**config.mk**
```make
export PLATFORM = sky130hd
export DESIGN_NAME = pipelined_signed_divider_flat
export DESIGN_NICKNAME = d
export VERILOG_FILES = /design/src/rtl/pipelined_signed_divider_pkg.sv /design/src/rtl/pipelined_signed_divider_if.sv /design/src/rtl/pipelined_signed_divider_stage.sv /design/src/rtl/pipelined_signed_divider.sv /design/src/flat_wrapper.sv
export SDC_FILE = /design/constraint.sdc
export NUM_CORES = 1
export LEC_CHECK = 0
export BUFFER_PORTS_ARGS = -buffer_cell sky130_fd_sc_hd__clkbuf_2
export CAP_MARGIN = 20
export CELL_PAD_IN_SITES_DETAIL_PLACEMENT = 1
export CELL_PAD_IN_SITES_GLOBAL_PLACEMENT = 1
export CORE_UTILIZATION = 49
export DETAILED_ROUTE_END_ITERATION = 6
export GPL_TIMING_DRIVEN = 1
export PLACE_DENSITY_LB_ADDON = 0.1
export SLEW_MARGIN = 20
export SYNTH_ARGS = -nofsm -noshare
export SYNTH_HDL_FRONTEND = slang
export SYNTH_SLANG_ARGS = --single-unit
```
**constraint.sdc**
```tcl
create_clock -name clock -period 5 [get_ports clock]
set_input_delay 0.5 -clock clock [delete_from_list [all_inputs] [get_ports clock]]
set_output_delay 0.5 -clock clock [all_outputs]
set_load 0.1 [all_outputs]
```
**src/rtl/pipelined_signed_divider_pkg.sv**
```systemverilog
// Shared widths, latency and side-band types for the pipelined signed divider.
package pipelined_divider_pkg;

  localparam int DEFAULT_DIVIDEND_W = 16;
  localparam int DEFAULT_DIVISOR_W  = 8;
  localparam int DEFAULT_TAG_W      = 4;

  // Input stage + one stage per quotient bit + output stage.
  function automatic int latency_of(input int dividend_w);
    return dividend_w + 2;
  endfunction

  localparam int LATENCY = DEFAULT_DIVIDEND_W + 2;

  typedef struct packed {
    logic signed_mode;
    logic neg_q;
    logic neg_r;
    logic div_by_zero;
    logic overflow;
  } side_t;

endpackage

```
**src/rtl/pipelined_signed_divider_if.sv**
```systemverilog
// Operand/result bundle between an issuing block and the pipelined divider.
interface pipelined_signed_divider_if #(
  parameter int DIVIDEND_W = 16,
  parameter int DIVISOR_W  = 8,
  parameter int TAG_W      = 4
);
  logic                  in_valid;
  logic                  signed_mode;
  logic [DIVIDEND_W-1:0] dividend;
  logic [DIVISOR_W-1:0]  divisor;
  logic [TAG_W-1:0]      in_tag;
  logic                  out_valid;
  logic [DIVIDEND_W-1:0] quotient;
  logic [DIVISOR_W-1:0]  remainder;
  logic [TAG_W-1:0]      out_tag;
  logic                  div_by_zero;
  logic                  overflow;

  modport master (
    output in_valid, signed_mode, dividend, divisor, in_tag,
    input  out_valid, quotient, remainder, out_tag, div_by_zero, overflow
  );

  modport slave (
    input  in_valid, signed_mode, dividend, divisor, in_tag,
    output out_valid, quotient, remainder, out_tag, div_by_zero, overflow
  );
endinterface

```
**src/rtl/pipelined_signed_divider_stage.sv**
```systemverilog
// One registered restoring-division step: produces one quotient bit per cycle.
module divider_stage
  import pipelined_divider_pkg::*;
#(
  parameter int DIVIDEND_W = DEFAULT_DIVIDEND_W,
  parameter int DIVISOR_W  = DEFAULT_DIVISOR_W,
  parameter int TAG_W      = DEFAULT_TAG_W
) (
  input  logic                  clock,
  input  logic                  reset,
  input  logic                  vld_in,
  input  logic [DIVISOR_W-1:0]  rem_in,
  input  logic [DIVISOR_W-1:0]  dvs_in,
  input  logic [DIVIDEND_W-1:0] acc_in,
  input  side_t                 side_in,
  input  logic [TAG_W-1:0]      tag_in,
  output logic                  vld_out,
  output logic [DIVISOR_W-1:0]  rem_out,
  output logic [DIVISOR_W-1:0]  dvs_out,
  output logic [DIVIDEND_W-1:0] acc_out,
  output side_t                 side_out,
  output logic [TAG_W-1:0]      tag_out
);

  logic [DIVISOR_W:0]   shifted;
  logic [DIVISOR_W+1:0] trial;
  logic                 borrow;
  logic                 unused_trial_msb;

  // acc holds the unconsumed dividend bits on top and the quotient bits
  // produced so far underneath; the trial subtraction is one bit wider than
  // the shifted remainder so its top bit is a clean borrow.
  always_comb begin
    shifted = {rem_in, acc_in[DIVIDEND_W-1]};
    trial   = {1'b0, shifted} - {2'b00, dvs_in};
    borrow  = trial[DIVISOR_W+1];
  end

  assign unused_trial_msb = trial[DIVISOR_W];

  always_ff @(posedge clock or posedge reset) begin
    if (reset) vld_out <= 1'b0;
    else       vld_out <= vld_in;
  end

  always_ff @(posedge clock) begin
    rem_out  <= borrow ? shifted[DIVISOR_W-1:0] : trial[DIVISOR_W-1:0];
    acc_out  <= {acc_in[DIVIDEND_W-2:0], ~borrow};
    dvs_out  <= dvs_in;
    side_out <= side_in;
    tag_out  <= tag_in;
  end

endmodule

```
**src/rtl/pipelined_signed_divider.sv**
```systemverilog
// Fully pipelined signed/unsigned restoring divider, one operation per clock,
// latency DIVIDEND_W + 2.
module pipelined_signed_divider
  import pipelined_divider_pkg::*;
#(
  parameter int DIVIDEND_W = DEFAULT_DIVIDEND_W,
  parameter int DIVISOR_W  = DEFAULT_DIVISOR_W,
  parameter int TAG_W      = DEFAULT_TAG_W
) (
  input logic                       clock,
  input logic                       reset,
  pipelined_signed_divider_if.slave bus
);

  localparam logic [DIVIDEND_W-1:0] MOST_NEG = {1'b1, {(DIVIDEND_W-1){1'b0}}};

  function automatic logic [DIVIDEND_W-1:0] fix_dividend(input logic [DIVIDEND_W-1:0] v,
                                                         input logic neg);
    return neg ? -v : v;
  endfunction

  function automatic logic [DIVISOR_W-1:0] fix_divisor(input logic [DIVISOR_W-1:0] v,
                                                       input logic neg);
    return neg ? -v : v;
  endfunction

  logic  dvd_neg, dvs_neg;
  side_t side_in;

  always_comb begin
    dvd_neg             = bus.signed_mode & bus.dividend[DIVIDEND_W-1];
    dvs_neg             = bus.signed_mode & bus.divisor[DIVISOR_W-1];
    side_in.signed_mode = bus.signed_mode;
    side_in.neg_q       = dvd_neg ^ dvs_neg;
    side_in.neg_r       = dvd_neg;
    side_in.div_by_zero = (bus.divisor == '0);
    side_in.overflow    = bus.signed_mode & (bus.dividend == MOST_NEG) & (bus.divisor == '1);
  end

  // ---- p0: sign conversion to magnitudes ----
  logic                  vld_p0;
  logic [DIVIDEND_W-1:0] acc_p0;
  logic [DIVISOR_W-1:0]  dvs_p0;
  side_t                 side_p0;
  logic [TAG_W-1:0]      tag_p0;

  always_ff @(posedge clock or posedge reset) begin
    if (reset) vld_p0 <= 1'b0;
    else       vld_p0 <= bus.in_valid;
  end

  // The most-negative dividend negates to itself, which read unsigned is 2^(W-1).
  always_ff @(posedge clock) begin
    acc_p0  <= fix_dividend(bus.dividend, dvd_neg);
    dvs_p0  <= fix_divisor(bus.divisor, dvs_neg);
    side_p0 <= side_in;
    tag_p0  <= bus.in_tag;
  end

  // ---- p1: DIVIDEND_W restoring-division steps ----
  logic                  vld_p1  [DIVIDEND_W+1];
  logic [DIVISOR_W-1:0]  rem_p1  [DIVIDEND_W+1];
  logic [DIVISOR_W-1:0]  dvs_p1  [DIVIDEND_W+1];
  logic [DIVIDEND_W-1:0] acc_p1  [DIVIDEND_W+1];
  side_t                 side_p1 [DIVIDEND_W+1];
  logic [TAG_W-1:0]      tag_p1  [DIVIDEND_W+1];

  assign vld_p1[0]  = vld_p0;
  assign rem_p1[0]  = '0;
  assign dvs_p1[0]  = dvs_p0;
  assign acc_p1[0]  = acc_p0;
  assign side_p1[0] = side_p0;
  assign tag_p1[0]  = tag_p0;

  for (genvar i = 0; i < DIVIDEND_W; i++) begin : g_stage
    divider_stage #(
      .DIVIDEND_W (DIVIDEND_W),
      .DIVISOR_W  (DIVISOR_W),
      .TAG_W      (TAG_W)
    ) u_stage (
      .clock    (clock),
      .reset    (reset),
      .vld_in   (vld_p1[i]),
      .rem_in   (rem_p1[i]),
      .dvs_in   (dvs_p1[i]),
      .acc_in   (acc_p1[i]),
      .side_in  (side_p1[i]),
      .tag_in   (tag_p1[i]),
      .vld_out  (vld_p1[i+1]),
      .rem_out  (rem_p1[i+1]),
      .dvs_out  (dvs_p1[i+1]),
      .acc_out  (acc_p1[i+1]),
      .side_out (side_p1[i+1]),
      .tag_out  (tag_p1[i+1])
    );
  end

  // ---- p2: sign fix and special-case override ----
  logic                  vld_p2;
  logic [DIVIDEND_W-1:0] q_mag_p2;
  logic [DIVISOR_W-1:0]  r_mag_p2;
  side_t                 side_p2;
  logic                  unused_p2;

  assign vld_p2    = vld_p1[DIVIDEND_W];
  assign q_mag_p2  = acc_p1[DIVIDEND_W];
  assign r_mag_p2  = rem_p1[DIVIDEND_W];
  assign side_p2   = side_p1[DIVIDEND_W];
  assign unused_p2 = side_p2.signed_mode ^ (^dvs_p1[DIVIDEND_W]);

  always_ff @(posedge clock or posedge reset) begin
    if (reset) begin
      bus.out_valid   <= 1'b0;
      bus.div_by_zero <= 1'b0;
      bus.overflow    <= 1'b0;
      bus.quotient    <= '0;
      bus.remainder   <= '0;
      bus.out_tag     <= '0;
    end else begin
      bus.out_valid   <= vld_p2;
      bus.div_by_zero <= vld_p2 & side_p2.div_by_zero;
      bus.overflow    <= vld_p2 & side_p2.overflow;
      if (vld_p2) begin
        bus.quotient  <= side_p2.div_by_zero ? '1 : fix_dividend(q_mag_p2, side_p2.neg_q);
        bus.remainder <= side_p2.div_by_zero ? '0 : fix_divisor(r_mag_p2, side_p2.neg_r);
        bus.out_tag   <= tag_p1[DIVIDEND_W];
      end
    end
  end

endmodule

```
**src/flat_wrapper.sv**
```systemverilog
// flat-port wrapper written by rule: the top's interface ports become plain ports
module pipelined_signed_divider_flat import pipelined_divider_pkg::*;
#(
  parameter int DIVIDEND_W = DEFAULT_DIVIDEND_W,
  parameter int DIVISOR_W  = DEFAULT_DIVISOR_W,
  parameter int TAG_W      = DEFAULT_TAG_W
)
  (clock, reset, bus_in_valid, bus_signed_mode, bus_dividend, bus_divisor, bus_in_tag, bus_out_valid, bus_quotient, bus_remainder, bus_out_tag, bus_div_by_zero, bus_overflow);
  pipelined_signed_divider_if #(.DIVIDEND_W(DIVIDEND_W), .DIVISOR_W(DIVISOR_W), .TAG_W(TAG_W)) bus_i ();
  input logic clock;
  input logic reset;
  input wire logic [$bits(bus_i.in_valid)-1:0] bus_in_valid;
  input wire logic [$bits(bus_i.signed_mode)-1:0] bus_signed_mode;
  input wire logic [$bits(bus_i.dividend)-1:0] bus_dividend;
  input wire logic [$bits(bus_i.divisor)-1:0] bus_divisor;
  input wire logic [$bits(bus_i.in_tag)-1:0] bus_in_tag;
  output wire logic [$bits(bus_i.out_valid)-1:0] bus_out_valid;
  output wire logic [$bits(bus_i.quotient)-1:0] bus_quotient;
  output wire logic [$bits(bus_i.remainder)-1:0] bus_remainder;
  output wire logic [$bits(bus_i.out_tag)-1:0] bus_out_tag;
  output wire logic [$bits(bus_i.div_by_zero)-1:0] bus_div_by_zero;
  output wire logic [$bits(bus_i.overflow)-1:0] bus_overflow;
  assign bus_i.in_valid = bus_in_valid;
  assign bus_i.signed_mode = bus_signed_mode;
  assign bus_i.dividend = bus_dividend;
  assign bus_i.divisor = bus_divisor;
  assign bus_i.in_tag = bus_in_tag;
  assign bus_out_valid = bus_i.out_valid;
  assign bus_quotient = bus_i.quotient;
  assign bus_remainder = bus_i.remainder;
  assign bus_out_tag = bus_i.out_tag;
  assign bus_div_by_zero = bus_i.div_by_zero;
  assign bus_overflow = bus_i.overflow;
  pipelined_signed_divider #(.DIVIDEND_W(DIVIDEND_W), .DIVISOR_W(DIVISOR_W), .TAG_W(TAG_W)) u_core (.clock(clock), .reset(reset), .bus(bus_i));
endmodule
```
==> results of run 1 <==
[routing by layer]
metal | track usage | routed length (um) | up-vias
li1 | - | - | 6598
met1 | 0.227 | 18900 | 6355
met2 | 0.344 | 21600 | 211
met3 | 0.0388 | 1660 | 57
met4 | 0.0695 | 836 | 0
met5 | 0 | 0 | -
[per-stage QoR]
stage	std cells	utilization	instance area, um^2	hold WS (ns)
finish	2642	0.581	25900	0.0341
global route	2641	0.581	25900	0.0281
CTS	2641	0.581	25900	0.0133
detailed placement	2512	0.524	23400	0.313
global placement	2512	0.524	23400	0.310
floorplan	1863	-	22300	0.310
[cell usage after synthesis (40+ instances only)]
library cell and number:
inv_1 164, nand2b_1 63, xnor2_1 42, dfxtp_1 664
dfrtp_1 48, o21ai_1 63, nand3_1 69, nor2_1 79
ha_1 127, a21oi_1 105, xor2_1 40
[registers in the layout (all words and copies together) (netlist names), 8 cells and up]
| signal | count |
|---|---|
| u_core.acc_p0 | 16 |
| u_core.bus.quotient | 16 |
| u_core.bus.remainder | 8 |
| u_core.dvs_p0 | 8 |
| u_core.g_stage.u_stage.acc_out | 256 |
| u_core.g_stage.u_stage.dvs_out | 120 |
| u_core.g_stage.u_stage.rem_out | 128 |
| u_core.g_stage.u_stage.side_out | 64 |
| u_core.g_stage.u_stage.tag_out | 64 |
| u_core.g_stage.u_stage.vld_out | 16 |
[kinds of logic (layout without fill, tap and decap cells)]
family,Yosys count,count (layout),share of synthesized area
flops,712,712,0.649
simple gates,346,346,0.0825
other cells,1,4,0.000168
buf+inv,187,373,0.0314
xor+xnor,82,82,0.0322
mux,44,44,0.0217
fa+ha+maj,142,142,0.0846
compound gates,347,347,0.0981
[path summary, 6_finish.rpt]
kind | start | to
worst min register to register | u_core.g_stage[4].u_stage.acc_out[2]$_DFF_P_ | u_core.g_stage[5].u_stage.acc_out[3]$_DFF_P_
worst max-delay path | u_core.g_stage[8].u_stage.dvs_out[2]$_DFF_P_ | u_core.g_stage[9].u_stage.rem_out[3]$_DFF_P_
min in group clock | bus_dividend[0] | u_core.acc_p0[0]$_DFF_P_
worst min-delay path | reset | u_core.g_stage[13].u_stage.vld_out$_DFF_PP0_
worst max register to register | u_core.g_stage[8].u_stage.dvs_out[2]$_DFF_P_ | u_core.g_stage[9].u_stage.rem_out[3]$_DFF_P_
max in group asynchronous | reset | u_core.bus.remainder[4]$_DFFE_PP0P_
[final cells by class]
type,instances,area [um^2],area share
Tap cell,592,741,0.0286
Clock buffer,94,2020,0.0779
Antenna cell,1,2.50,0.0000965
Clock inverter,30,482,0.0186
Inverter,181,681,0.0263
Timing Repair Buffer,68,368,0.0142
Sequential cell,712,14500,0.559
Multi-Input combinational cell,964,7140,0.275
[repair_timing]
action                    4_1_cts  5_1_grt
hold endpoints to repair        5        0
buffers inserted                0        0
hold buffers                    5        0
[power by group through the flow]
stage	logic [mW]	clock network, mW	registers [mW]
finish	5.00	5.56	7.56
floorplan	3.37	0	7.95
CTS	5.02	5.71	7.58
global placement	4.74	0	7.64
global route	5.56	5.97	7.69
detailed placement	4.92	0	7.68
==> results.md, run 1 <==
* Clock latency on the worst-skew pair at 0.60 ns
* Design Power at between 15 and 20 mW
* Clk_skew at between 0.015 and 0.02 ns
* Sequential share of power at 0.417
* Setup Crit Path Kind: flip-flop to flip-flop
* Die width at 215 um
* Count of cells resized by post-cts repair at 0
* Synth unique cells at 54
* Peak VDD IR at 0.535 mV
* Delay of the slowest critical-path stage at roughly 0.53 ns
* Startpoint Class: flip-flop
* Clk sinks at between 700 and 800
* Most frequent cells in the layout: dfxtp_1 (664), inv_1 (163), ha_1 (127)
* CP Depth at 8
* Num CTS Buffers at 71
* Final Max Tran Viols at 0
* Clk buf depth at 3
* DRC violations left at 0
* Tmin final at ~2.7 ns
* Headroom to the max-slew limit at 0.435
* DR vias/cell at 5.00
* Cell Area, Synth at 0.0223 mm^2
* CTS tree: done
* Post-detailed-placement half-perimeter wirelength at 30.2 mm
* Crit-path cells: inv_1, ha_1, o211ai_1, a21oi_1, o221ai_1, and2_1, inv_2, mux2_1
* Vias in the first global route at around 15000
* RD Place Congestion at between 0.8 and 0.9
* CP Data Required Time at 5.47 ns
* H-tree Lvls at 3
* Number of synthesized register bits at 712
* Mapped Avg Cell Area at roughly 12 um^2
* Post-synth ARST share at 0.0674
* Critical path buffers and inverters at 2
* R2r setup slk at ~2.3 ns
* Leak Pwr at roughly 11 nW
* FF-to-FF path depth at 8
* Total track usage at 0.192
* Die Span Y at 215 um
* Synthesized instance count at 1861
* Grt ovf at 0
* Setup violators final at 0
* Critical path's top delay family: compound AO/OA/AOI/OAI gates
* DRT iter0 DRCs at 589
* Drt wl/cell at 16.3 um
* Sw frac at 0.323
* I/O pin cnt at 63
* Clock share of power at 0.307
* Core ar. at 0.0446 mm^2
* Crit path arrival time at 3.14 ns
* Drt pass-1 iters at 4
* Clk pin slew, worst setup/hold paths at 0.06 ns
* PD cells at 699 mW/mm^2
* First-pass GRT wire length at just over 70 mm
* Layout cells sized above 1 at 0.0996
* Sum of negative setup slack at 0 ns
* Fin nets at 2172
* Yosys warnings at 0
* Largest area contributor in the netlist: dfxtp_1
* Post-place setup slack at 2.40 ns
* Share of the synthesized area in the top cell type at 0.595
* Crit end category: flip-flop
* Seq/Total Area, Yosys at 0.649
* Main synth FF type: dfxtp_1
* Net Sw Power at 5.85 mW
* Max frequency at 375 MHz
* Gate power share at 0.276
* RSZ-0062 raised after global routing: false
* Row cnt at 77
* Final ANT Viol Nets at 0
* Fin. Hold Viols at 0
* Hold Crit Class: input pin to async pin
* Worst slew pin tran at 0.847 ns
* Commonest non-fill, non-tap cell in the layout: dfxtp_1
* IO Port Bufs at slightly above 60
* Clk Tree Root Cell: clkbuf_16
* Run status: complete, no violations
* Synth-to-layout area growth at 16.1%
* Die area at 0.0464 mm^2
* Initial antenna violation count at 1
* Max-cap violation count at 0
* Largest net degree at the start of global routing at between 40 and 50
* Initial core utilization at 0.500
* Crit path max fanout at 7
* Final WL at 43.0 mm
* Worst path slowest cell: o221ai_1
* Ranking of synthesized cells by area: dfxtp_1 (60%), ha_1 (7.1%), dfrtp_1 (5.4%)
* Final WS setup at 2.33 ns
* FILL cells at 4525
* Via count at roughly 13000
* Post-synth EDFFs at 0
* P_int at 12.3 mW
* Period utilisation layout at 0.534
Note: power is estimated with default switching activity, not from simulation.
==> inputs of run 2 (changes only) <==
==> constraint.sdc (replaced) <==
create_clock -name clock -period 2.6 [get_ports clock]
set_input_delay 0.26 -clock clock [delete_from_list [all_inputs] [get_ports clock]]
set_output_delay 0.26 -clock clock [all_outputs]
set_load 0.1 [all_outputs]
==> run 2 against run 1 <==
Design area increased by 1.4%. Via count rose by 1.2%. Die area stayed put. First-iteration DRC count shrank 19%. Setup slack worse by 2.2 ns. Power grew 93%.
==> results.md, run 2 (same netlist as run 1, synthesis figures left out) <==
* Via count at roughly 13000
* Grt ovf at 0
* Crit path max fanout at 6
* DR vias/cell at about 5.0
* DRC violations left at 0
* Drt pass-1 iters at 4
* Total track usage at 0.195
* Net Sw Power at 11.4 mW
* Fin. Hold Viols at 0
* Most frequent cells in the layout: dfxtp_1 (664), inv_1 (163), ha_1 (127)
* Run status: complete, no violations
* Crit-path cells: inv_1, ha_1, o211ai_1, a21oi_1, o221ai_1, buf_4, and2_1, inv_2, mux2_1
* Ant diodes at 0
* Core ar. at between 0.04 and 0.05 mm^2
* Largest net degree at the start of global routing at 27
* Largest Register: u_core.g_stage.u_stage.acc_out
* Min Hold Slack at 0.0771 ns
* Num CTS Buffers at 71
* IO Port Bufs at 62
* Peak VDD IR at 0.821 mV
* Clk buf depth at 3
* Hold path start: bus_dividend[15]
* Reg2reg end: u_core.g_stage[8].u_stage.rem_out[5]$_DFF_P_
* Startpoint Class: flip-flop
* CTS tree: done
* Sw frac at 0.325
* PD cells at 1330 mW/mm^2
* Critical path's top delay family: compound AO/OA/AOI/OAI gates
* Max frequency at 410 MHz
* Gate power share at 0.284
* Leak Pwr at 11.5 nW
* Post-detailed-placement half-perimeter wirelength at about 31 mm
* Row cnt at 77
* Drt wl/cell at around 16 um
* Final ANT Viol Nets at 0
* P_int at 23.6 mW
* Max-cap violation count at 0
* Clock latency on the worst-skew pair at 0.60 ns
* Count of cells resized by post-cts repair at 0
* Die area at 0.0464 mm^2
* Hold path cells at 3
* Worst slew pin tran at a little over 0.7 ns
* Clk sinks at 712
* Post-CTS Setup Inserts at 0
* Final WL at 43.4 mm
* Headroom to the max-slew limit at 0.515
* Max reg flops at 256
* Clk_skew at 0.0196 ns
* FF-to-FF path depth at 9
* Vias in the first global route at 14500
* FILL cells at 4515
* CP Data Required Time at ~3.1 ns
* R2r setup slk at 0.16 ns
* Die Span Y at between 200 and 250 um
* Largest regs: u_core.g_stage.u_stage.acc_out (256), u_core.g_stage.u_stage.rem_out (128), u_core.g_stage.u_stage.dvs_out (120)
* Fin nets at 2218
* Critical path buffers and inverters at 3
* Layout cells sized above 1 at 0.110
* Crit end category: flip-flop
* H-tree Lvls at 3
* Synth-to-layout area growth at 17.8%
* Worst path slowest cell: dfxtp_1
* Clk pin slew, worst setup/hold paths at 0.06 ns
* Initial antenna violation count at 1
* Initial core utilization at 0.500
* Commonest non-fill, non-tap cell in the layout: dfxtp_1
* RSZ-0062 raised after global routing: false
* Tmin final at 2.44 ns
* Crit path arrival time at 2.91 ns
* Sum of negative setup slack at 0 ns
* Hold Crit Class: input pin to flip-flop
* Setup Crit Path Kind: flip-flop to flip-flop
* RR Startpoint: u_core.g_stage[7].u_stage.dvs_out[2]$_DFF_P_
* RD Place Congestion at 0.806
* Hold buffers post-CTS at 32
* Worst hold endpoint: u_core.side_p0[3]$_DFF_P_
* Sequential share of power at 0.415
* Delay of the slowest critical-path stage at 0.39 ns
* Die width at 215 um
* DRT iter0 DRCs at roughly 480
* Clk Tree Root Cell: clkbuf_16
* Period utilisation layout at 0.937
* Clock share of power at 0.301
* Final Max Tran Viols at 0
* I/O pin cnt at 63
* First-pass GRT wire length at 73.3 mm
* Setup violators final at 0
==> run 2: worst reg2reg max path, stage by stage (launching register included) <==
cell      delay [ns]
dfxtp_1         0.39
inv_1           0.06
ha_1            0.35
o211ai_1        0.12
a21oi_1         0.25
o221ai_1        0.18
buf_4           0.19
and2_1          0.22
inv_2           0.17
mux2_1          0.39
==> run 2: power groups by stage <==
stage	clock (mW)	combinational, mW	sequential (mW)
2_1_floorplan	0	6.47	15.3
3_3_place_gp	0	9.42	14.7
3_5_place_dp	0	9.76	14.8
4_1_cts	10.8	9.97	14.6
5_1_grt	11.3	11.1	14.8
6_report	10.5	9.92	14.5
==> run 2: area by class of cell <==
class                           count  area (um^2)  area share
Sequential cell                   712        14500       0.551
Inverter                          181          679      0.0258
Tap cell                          592          741      0.0282
Multi-Input combinational cell    964         7140       0.271
Timing Repair Buffer              114          781      0.0297
Clock buffer                       97         2060      0.0782
Clock inverter                     33          408      0.0155
==> run 2: stage by stage <==
step | power [mW] | std cells | setup slack, ns | area [um^2] | utilization
2_1_floorplan | 21.8 | 1863 | 0.588 | 22300 | -
3_3_place_gp | 24.1 | 2531 | 0.227 | 23500 | 0.527
3_5_place_dp | 24.5 | 2531 | 0.191 | 23500 | 0.527
4_1_cts | 35.4 | 2693 | 0.169 | 26300 | 0.590
5_1_grt | 37.1 | 2693 | 0.0242 | 26300 | 0.590
6_report | 35.0 | 2693 | 0.164 | 26300 | 0.590
==> run 2: layer usage <==
layer	vias up	global-route usage	part of all wire
met4	0	0.0643	0.017
li1	6703	-	-
met2	172	0.336	0.49
met5	-	0	0
met3	61	0.0341	0.031
met1	6443	0.248	0.46
==> run 2: worst max-delay path by stage <==
stage	end	from	cells after the start	slack, ns
2_1_floorplan	u_core.g_stage[10].u_stage.rem_out[3]$_DFF_P_	u_core.g_stage[9].u_stage.dvs_out[2]$_DFF_P_	8	0.59
3_3_place_gp	u_core.g_stage[2].u_stage.rem_out[3]$_DFF_P_	u_core.g_stage[1].u_stage.dvs_out[2]$_DFF_P_	9	0.23
3_5_place_dp	u_core.g_stage[8].u_stage.rem_out[5]$_DFF_P_	u_core.g_stage[7].u_stage.dvs_out[2]$_DFF_P_	9	0.19
4_1_cts	u_core.g_stage[8].u_stage.rem_out[5]$_DFF_P_	u_core.g_stage[7].u_stage.dvs_out[2]$_DFF_P_	9	0.17
5_1_grt	u_core.g_stage[5].u_stage.rem_out[5]$_DFF_P_	u_core.g_stage[4].u_stage.dvs_out[6]$_DFF_P_	8	0.02
6_report	u_core.g_stage[8].u_stage.rem_out[5]$_DFF_P_	u_core.g_stage[7].u_stage.dvs_out[2]$_DFF_P_	9	0.16
